`src/rtl/load_store_unit.sv`:
```
// Load/store unit: validates a CPU memory access, issues one word-aligned
// valid/ready bus request, formats store lanes and sign/zero-extends loads.
module load_store_unit #(
  parameter int unsigned TIMEOUT_CYCLES = 255
) (
  input  logic        clock,
  input  logic        reset_n,
  input  logic        start,
  input  logic [3:0]  memory_control,
  input  logic [31:0] address,
  input  logic [31:0] write_data,
  output logic        busy,
  output logic        done,
  output logic [31:0] read_data,
  output logic [1:0]  fault_code,
  output logic        bus_valid,
  input  logic        bus_ready,
  output logic        bus_write,
  output logic [31:0] bus_address,
  output logic [3:0]  bus_byte_enable,
  output logic [31:0] bus_write_data,
  input  logic [31:0] bus_read_data
);

  typedef enum logic [1:0] {
    ST_IDLE     = 2'd0,
    ST_REQUEST  = 2'd1,
    ST_COMPLETE = 2'd2
  } state_e;

  localparam logic [7:0] TIMEOUT_LIMIT = 8'(TIMEOUT_CYCLES);

  localparam logic [1:0] FAULT_OK       = 2'b00;
  localparam logic [1:0] FAULT_MISALIGN = 2'b01;
  localparam logic [1:0] FAULT_CONTROL  = 2'b10;
  localparam logic [1:0] FAULT_TIMEOUT  = 2'b11;

  // memory_control = {u, h, b, w}; invalid control outranks misalignment
  function automatic logic [1:0] decode_fault(input logic [3:0] mc, input logic [1:0] a);
    logic u, h, b, w;
    logic [1:0] res;
    {u, h, b, w} = mc;
    if ((h & b) | (u & w) | (u & ~h & ~b)) begin
      res = FAULT_CONTROL;
    end else if ((h & a[0]) | (~h & ~b & (a != 2'b00))) begin
      res = FAULT_MISALIGN;
    end else begin
      res = FAULT_OK;
    end
    return res;
  endfunction

  function automatic logic [3:0] lane_mask(input logic h, input logic b, input logic [1:0] a);
    logic [3:0] res;
    case ({h, b})
      2'b01:   res = 4'b0001 << a;
      2'b10:   res = 4'b0011 << {a[1], 1'b0};
      default: res = 4'b1111;
    endcase
    return res;
  endfunction

  function automatic logic [31:0] store_data(input logic h, input logic b, input logic [31:0] wd);
    logic [31:0] res;
    case ({h, b})
      2'b01:   res = {4{wd[7:0]}};
      2'b10:   res = {2{wd[15:0]}};
      default: res = wd;
    endcase
    return res;
  endfunction

  function automatic logic [31:0] load_extract(input logic [2:0] uhb, input logic [1:0] a,
                                               input logic [31:0] rd);
    logic [7:0]  byte_s;
    logic [15:0] half_s;
    logic [31:0] res;
    case (a)
      2'd0:    byte_s = rd[7:0];
      2'd1:    byte_s = rd[15:8];
      2'd2:    byte_s = rd[23:16];
      default: byte_s = rd[31:24];
    endcase
    half_s = a[1] ? rd[31:16] : rd[15:0];
    case (uhb[1:0])
      2'b01:   res = {{24{~uhb[2] & byte_s[7]}}, byte_s};
      2'b10:   res = {{16{~uhb[2] & half_s[15]}}, half_s};
      default: res = rd;
    endcase
    return res;
  endfunction

  state_e      state_q, state_d;
  logic [7:0]  cnt_q, cnt_d;
  logic [31:0] read_data_q, read_data_d;
  logic [1:0]  fault_q, fault_d;
  logic        bus_write_q, bus_write_d;
  logic [31:0] bus_addr_q, bus_addr_d;
  logic [3:0]  be_q, be_d;
  logic [31:0] wdata_q, wdata_d;
  logic [2:0]  ctrl_q, ctrl_d;
  logic [1:0]  lane_q, lane_d;
  logic [1:0]  fault_s;

  // Next-state and datapath capture
  always_comb begin
    state_d     = state_q;
    cnt_d       = cnt_q;
    read_data_d = read_data_q;
    fault_d     = fault_q;
    bus_write_d = bus_write_q;
    bus_addr_d  = bus_addr_q;
    be_d        = be_q;
    wdata_d     = wdata_q;
    ctrl_d      = ctrl_q;
    lane_d      = lane_q;
    fault_s     = decode_fault(memory_control, address[1:0]);
    case (state_q)
      ST_IDLE: begin
        if (start) begin
          read_data_d = 32'd0;
          fault_d     = fault_s;
          cnt_d       = 8'd0;
          if (fault_s != FAULT_OK) begin
            state_d = ST_COMPLETE;
          end else begin
            state_d     = ST_REQUEST;
            bus_write_d = memory_control[0];
            bus_addr_d  = {address[31:2], 2'b00};
            be_d        = lane_mask(memory_control[2], memory_control[1], address[1:0]);
            wdata_d     = memory_control[0] ?
                          store_data(memory_control[2], memory_control[1], write_data) : 32'd0;
            ctrl_d      = memory_control[3:1];
            lane_d      = address[1:0];
          end
        end else begin
          state_d = ST_IDLE;
        end
      end
      ST_REQUEST: begin
        // A handshake in the same cycle as the timeout still completes cleanly
        if (bus_ready) begin
          if (!bus_write_q) begin
            read_data_d = load_extract(ctrl_q, lane_q, bus_read_data);
          end else begin
            read_data_d = read_data_q;
          end
          fault_d = FAULT_OK;
          state_d = ST_COMPLETE;
        end else if ((cnt_q + 8'd1) == TIMEOUT_LIMIT) begin
          cnt_d   = cnt_q + 8'd1;
          fault_d = FAULT_TIMEOUT;
          state_d = ST_COMPLETE;
        end else begin
          cnt_d = cnt_q + 8'd1;
        end
      end
      ST_COMPLETE: begin
        state_d = ST_IDLE;
      end
      default: begin
        state_d = ST_IDLE;
      end
    endcase
  end

  // State and output registers
  always_ff @(posedge clock or negedge reset_n) begin
    if (!reset_n) begin
      state_q     <= ST_IDLE;
      cnt_q       <= 8'd0;
      read_data_q <= 32'd0;
      fault_q     <= 2'b00;
      bus_write_q <= 1'b0;
      bus_addr_q  <= 32'd0;
      be_q        <= 4'd0;
      wdata_q     <= 32'd0;
      ctrl_q      <= 3'd0;
      lane_q      <= 2'd0;
    end else begin
      state_q     <= state_d;
      cnt_q       <= cnt_d;
      read_data_q <= read_data_d;
      fault_q     <= fault_d;
      bus_write_q <= bus_write_d;
      bus_addr_q  <= bus_addr_d;
      be_q        <= be_d;
      wdata_q     <= wdata_d;
      ctrl_q      <= ctrl_d;
      lane_q      <= lane_d;
    end
  end

  assign busy            = (state_q != ST_IDLE);
  assign done            = (state_q == ST_COMPLETE);
  assign bus_valid       = (state_q == ST_REQUEST);
  assign read_data       = read_data_q;
  assign fault_code      = fault_q;
  assign bus_write       = bus_write_q;
  assign bus_address     = bus_addr_q;
  assign bus_byte_enable = be_q;
  assign bus_write_data  = wdata_q;

endmodule

```
`config.mk`:
```
export PLATFORM = sky130hd
export DESIGN_NAME = load_store_unit
export DESIGN_NICKNAME = d
export VERILOG_FILES = /design/src/rtl/load_store_unit.sv
export SDC_FILE = /design/constraint.sdc
export NUM_CORES = 1
export LEC_CHECK = 0
export ABC_AREA = 1
export CORE_UTILIZATION = 25
export CTS_CLUSTER_SIZE = 25
export DETAILED_ROUTE_END_ITERATION = 6
export GPL_TIMING_DRIVEN = 0
export PLACE_DENSITY = 0.52
export SLEW_MARGIN = 20
export SYNTH_ARGS = -nofsm -noshare
export SYNTH_HDL_FRONTEND = slang
export SYNTH_SLANG_ARGS = --single-unit
export TNS_END_PERCENT = 30
```
`constraint.sdc`:
```
create_clock -name clock -period 1.75 [get_ports clock]
set_clock_uncertainty 0.05 [all_clocks]
set_input_delay 0.2625 -clock clock [delete_from_list [all_inputs] [get_ports clock]]
set_output_delay 0.2625 -clock clock [all_outputs]
set_load 0.01 [all_outputs]
```
# Word level (Yosys, flattened, before mapping)
# Index checks and enable logic that the tools add are counted.
# word_totals
regBits,116
in_bits,104
word_cells,80
# op_classes
addsub,1
n_eq_ne,14
shift,2
muxes,27
bitwise_logic,16
reduce_logical,10
# ops
op,count
one-hot mux 32 bit (2 select lines),3
two-way mux 32 bit,4
two-way mux 8 bit,5
one-hot mux 8 bit (3 select lines),1
two-way mux 16 bit,1
two-way mux 2 bit,8
one-hot mux 8 bit (2 select lines),1
bitwise AND 1 bit,9
AND reduction 3 bit,3
"adder 8 x 1 -> 8 bit, second input constant",1
"equality test 2 x 1 -> 1 bit, second input constant",4
"equality test 2 bit, second input constant",4
"equality test 8 bit, second input constant",1
one-hot mux 2 bit (2 select lines),2
one-hot mux 4 bit (2 select lines),1
nonzero test 2 bit,4
"!= test 2 bit, second input constant",3
zero test 2 bit,2
inverter 1 bit,4
AND reduction 4 bit,1
"<< shifter 1 x 2 -> 4 bit, first input constant",1
"<< shifter 2 x 2 -> 4 bit, first input constant",1
"!= test 3 x 1 -> 1 bit, second input constant",1
bitwise OR 1 bit,3
other kinds (2),2

# Longest topological paths before layout
# logic_depth
ltp_word,10
depth_mapped,13

# Worst setup path after synthesis
# OpenSTA, ideal clock, no wires.
# synth_path
kind,reg-to-reg
startpoint,reg ctrl_q[0]
endpoint,"reg read_data_q[7], in the netlist read_data[7]"
t_arrival_ns,1.441
required_time_ns,1.575
path_slack_ns,0.134
path_stages_with_launch,9
synth_period_minus_slack_ns,1.616
path_cell_list,dfrtp_1 inv_1 ha_1 buf_2 clkinv_1 clkbuf_1 nand2_1 o221ai_1 nand2_1
# synth_between
elab_chain_cells,5
# synth_lines
element,line_no,text
start: declaration,101,"logic [2:0] ctrl_q, ctrl_d;"
start signal: assignment,189,ctrl_q <= ctrl_d;
equality test 2 bit / equality test 2 x 1 -> 1 bit (equally long branches),85,case (uhb[1:0])
one-hot mux 32 bit (2 select lines) *,85,
two-way mux 32 bit *,143,if (!bus_write_q) begin
two-way mux 32 bit *,142,if (bus_ready) begin
one-hot mux 32 bit (2 select lines) *,118,case (state_q)
end signal: assignment,183,read_data_q <= read_data_d;
end: declaration,95,"logic [31:0] read_data_q, read_data_d;"
# Mark *: on every way between the ends. The rest lies on a longest branch, timed or not. The select of a mux whose other input is x is not followed.
# A chain may end at the register's enable or synchronous reset.

# Worst setup path in the final report
# layout_path
startpoint,"reg bus_write_q, in the netlist bus_write"
endpoint,out bus_write
# layout_rtl
element,line_no,text
start: declaration,97,"logic bus_write_q, bus_write_d;"
start signal: assignment,185,bus_write_q <= bus_write_d;
end: declaration,18,"output logic bus_write,"
# No word-level cell between the ends.

==> impl_metrics.json <==
{
  "status": "finished, final reports clean",
  "start_kind": "flip-flop",
  "cp-end-kind": "output port",
  "report.final.slew_viol_count": 0,
  "via_per_inst": 4.43,
  "vias": 5316,
  "synth_edf_count": 0,
  "cp_slowest_stage_delay_ps": 550,
  "synth_xor_area_share_pct": 0,
  "cp.required_ps": 1440,
  "use_met2_pct": 25.9,
  "min_to": "lane_q[0]$_DFFE_PN0P_",
  "min_path_type": "primary input to flip-flop",
  "dp.cells": 1161,
  "synth.area.mux_share_pct": 1.26,
  "power.density_nw_per_um2": 1400,
  "synth_top_area_share_pct": 52.3,
  "crit_type": "flip-flop to output port",
  "cts_sinks": 116,
  "die_area_sq_um": 22800,
  "synth.cell_area_sq_um": 5550,
  "tns_ps": 0,
  "start_util_pct": 25.4,
  "syn_to_final_growth_pct": 58.9,
  "avgSynthCellArea_sq_um": 8.26,
  "synthTopCellsByCount": "nand2_1, dfrtp_1, o21ai_0",
  "detailedPlace.worstSlack_ps": -677,
  "htreeDepth": 4,
  "peakVddDrop_mv": 0.642,
  "hold_violations": 0,
  "hpwl_mm": 13.7,
  "grt_most_used_layer": "met2",
  "path_buf_inv": 1,
  "setup_ws_ps": 62.5,
  "timing.rr.end": "read_data[17]$_DFFE_PN0P_",
  "numPortBuffers": 207,
  "grt_pass1_wl_mm": 29.1,
  "synth-seq-cells": 116,
  "crit_arrival_ps": 1380,
  "r2r_cells": 9,
  "fin_nets": 1019,
  "clockRootBuffer": "clkbuf_16",
  "grt_remaining_overflow": 0,
  "postRouteWirelength_mm": 18.6,
  "drt_iter0_markers": 232,
  "grt_use_met3_pct": 5.39,
  "wl_per_cell_microns": 15.5,
  "ys_seq_area_share_pct": 52.3,
  "rsz0062_at_grt": "true",
  "power.total_w": 0.0124,
  "maxSlewHeadroom_pct": 66.2,
  "period_share_pct": 96.4,
  "rows": 54,
  "crit_slowest_cell": "clkdlybuf4s50_1",
  "drive_gt1_share_pct": 13.2,
  "cp_top_family": "buffers and inverters",
  "dominantRegCellSynth": "dfrtp_1",
  "first_pass_iters": 5,
  "core_sq_um": 21800,
  "clk_latency_ps": 420,
  "syn_inst": 672,
  "grt_max_degree": 71,
  "cts.path.max_buffers": 2,
  "antenna_found_initial": 0,
  "p_leak_nw": 4.04,
  "grt_use_total_pct": 16.8,
  "synth_most_common_cell": "nand2_1",
  "netlist-cell-type-count": 32,
  "fmax_mhz": 593,
  "synth_top_family_by_area": "simple AND/OR/NAND/NOR gates",
  "synth_adder_area_share_pct": 1.80,
  "final_core_utilization_pct": 40.4,
  "yosysWarnings": 0,
  "die_h_microns": 151,
  "synth-simple-area-share_pct": 21.4,
  "synth_compound_gate_area_share_pct": 15.9,
  "antenna_cells": 0,
  "worstMarginPinSlew_ps": 507,
  "async_reset_ff_share_pct": 100,
  "grt_pass1_vias": 5284,
  "ant_nets": 0,
  "stdcell_count": 1200,
  "ys_top_cells_by_area": "dfrtp_1, nand2_1, o21ai_0",
  "min_path_cells": 3,
  "cp_max_fo": 3,
  "io_pins": 210,
  "use_met1_pct": 22.3,
  "die_width_microns": 151,
  "worstHoldStart": "address[0]",
  "fin_crit_ps": 1690,
  "numCtsBuffers": 17,
  "yosys.area.top_type": "dfrtp_1",
  "r2r_slack_ps": 90,
  "cts_tree": "done",
  "place_congestion": 0.782,
  "cap_violations": 0,
  "crit_chain": "clkdlybuf4s50_1",
  "setup_viol": 0,
  "drc": 0,
  "cts.reportedPaths.clkPinSlew_ps": 60,
  "r2r-start": "ctrl_q[1]$_DFFE_PN0P_"
}
-- area by class of cell --
| type | instances | area (sq um) |
|---|---|---|
| clock buffers | 17 | 425 |
| flip-flops and latches | 116 | 2910 |
| plain buffers | 34 | 258 |
| well taps | 280 | 350 |
| fillers | 2199 | 13000 |
| repair buffers | 215 | 2160 |
| clock inverters | 15 | 204 |
| inverters | 49 | 194 |
| multi-input cells | 474 | 2330 |
-- worst max path at each step --
stage,start,to,cells past startpoint
4_1_cts,ctrl_q[0]$_DFFE_PN0P_,read_data[7]$_DFFE_PN0P_,7
6_report,bus_write$_DFFE_PN0P_,bus_write,1
3_3_place_gp,reset_n,bus_address[13]$_DFFE_PN0P_,1
3_5_place_dp,memory_control[2],bus_write_data[13]$_DFFE_PN0P_,7
5_1_grt,cnt_q[1]$_DFFE_PN0P_,fault_code[1]$_DFFE_PN0P_,12
2_1_floorplan,ctrl_q[0]$_DFFE_PN0P_,read_data[7]$_DFFE_PN0P_,8
-- per-stage QoR --
stage               hold WS, ps  area [sq um]
global route                251          8820
global placement            403          7980
finish                      214          8820
floorplan                 -83.1          5550
CTS                         243          8670
detailed placement          155          8010
-- registers in the layout, summed over array words and instances, names as in the netlist --
| register | count |
|---|---|
| bus_byte_enable | 4 |
| read_data | 32 |
| ctrl_q | 3 |
| bus_write | 1 |
| bus_write_data | 32 |
| bus_address | 30 |
| fault_code | 2 |
| lane_q | 2 |
| cnt_q | 8 |
| state_q | 2 |
-- power by group --
part / internal (W) / switching (W)
Clock: 0.00239 / 0.00136
Sequential: 0.00346 / 0.000453
Combinational: 0.00233 / 0.00239
-- logic make-up after synthesis --
logic type / after synthesis
fa+ha+maj: 8
simple gates: 302
buf+inv: 83
other cells: 1
compound gates: 155
flops: 116
mux: 7
-- placed cells by master, fill, tap and decap left out, types with 10 or more instances in the layout --
master and count:
nand2_1 208, clkdlybuf4s50_1 200, dfrtp_1 114, o21ai_0 81
nor2_1 58, inv_1 38, o21ai_1 25, clkbuf_16 17
a21oi_1 12, nand3_1 12, buf_4 12, o21ai_2 11
o22ai_1 10
-- routing by layer --
metal / up-vias / part of all wire (%)
met3: 17 / 7.7
met5: - / 0
met2: 174 / 46
met4: 0 / 1.2
li1: 2650 / -
met1: 2475 / 45
-- timing repair --
item | CTS | global route
setup endpoints to repair | 105 | 104
gates resized for setup | 19 | 49
setup buffers | 0 | 6
pin swaps | 0 | 6
hold buffers | 1 | 0
endpoints found under the hold margin | 46 | 0
-- tightest hold or removal path, delay by kind of cell --
family	cells	cell delay [ps]
buffers and inverters	1	210
AND/OR/NAND/NOR	1	110
AO/OA/AOI/OAI	1	50
Power figures use the tool's default switching activity.
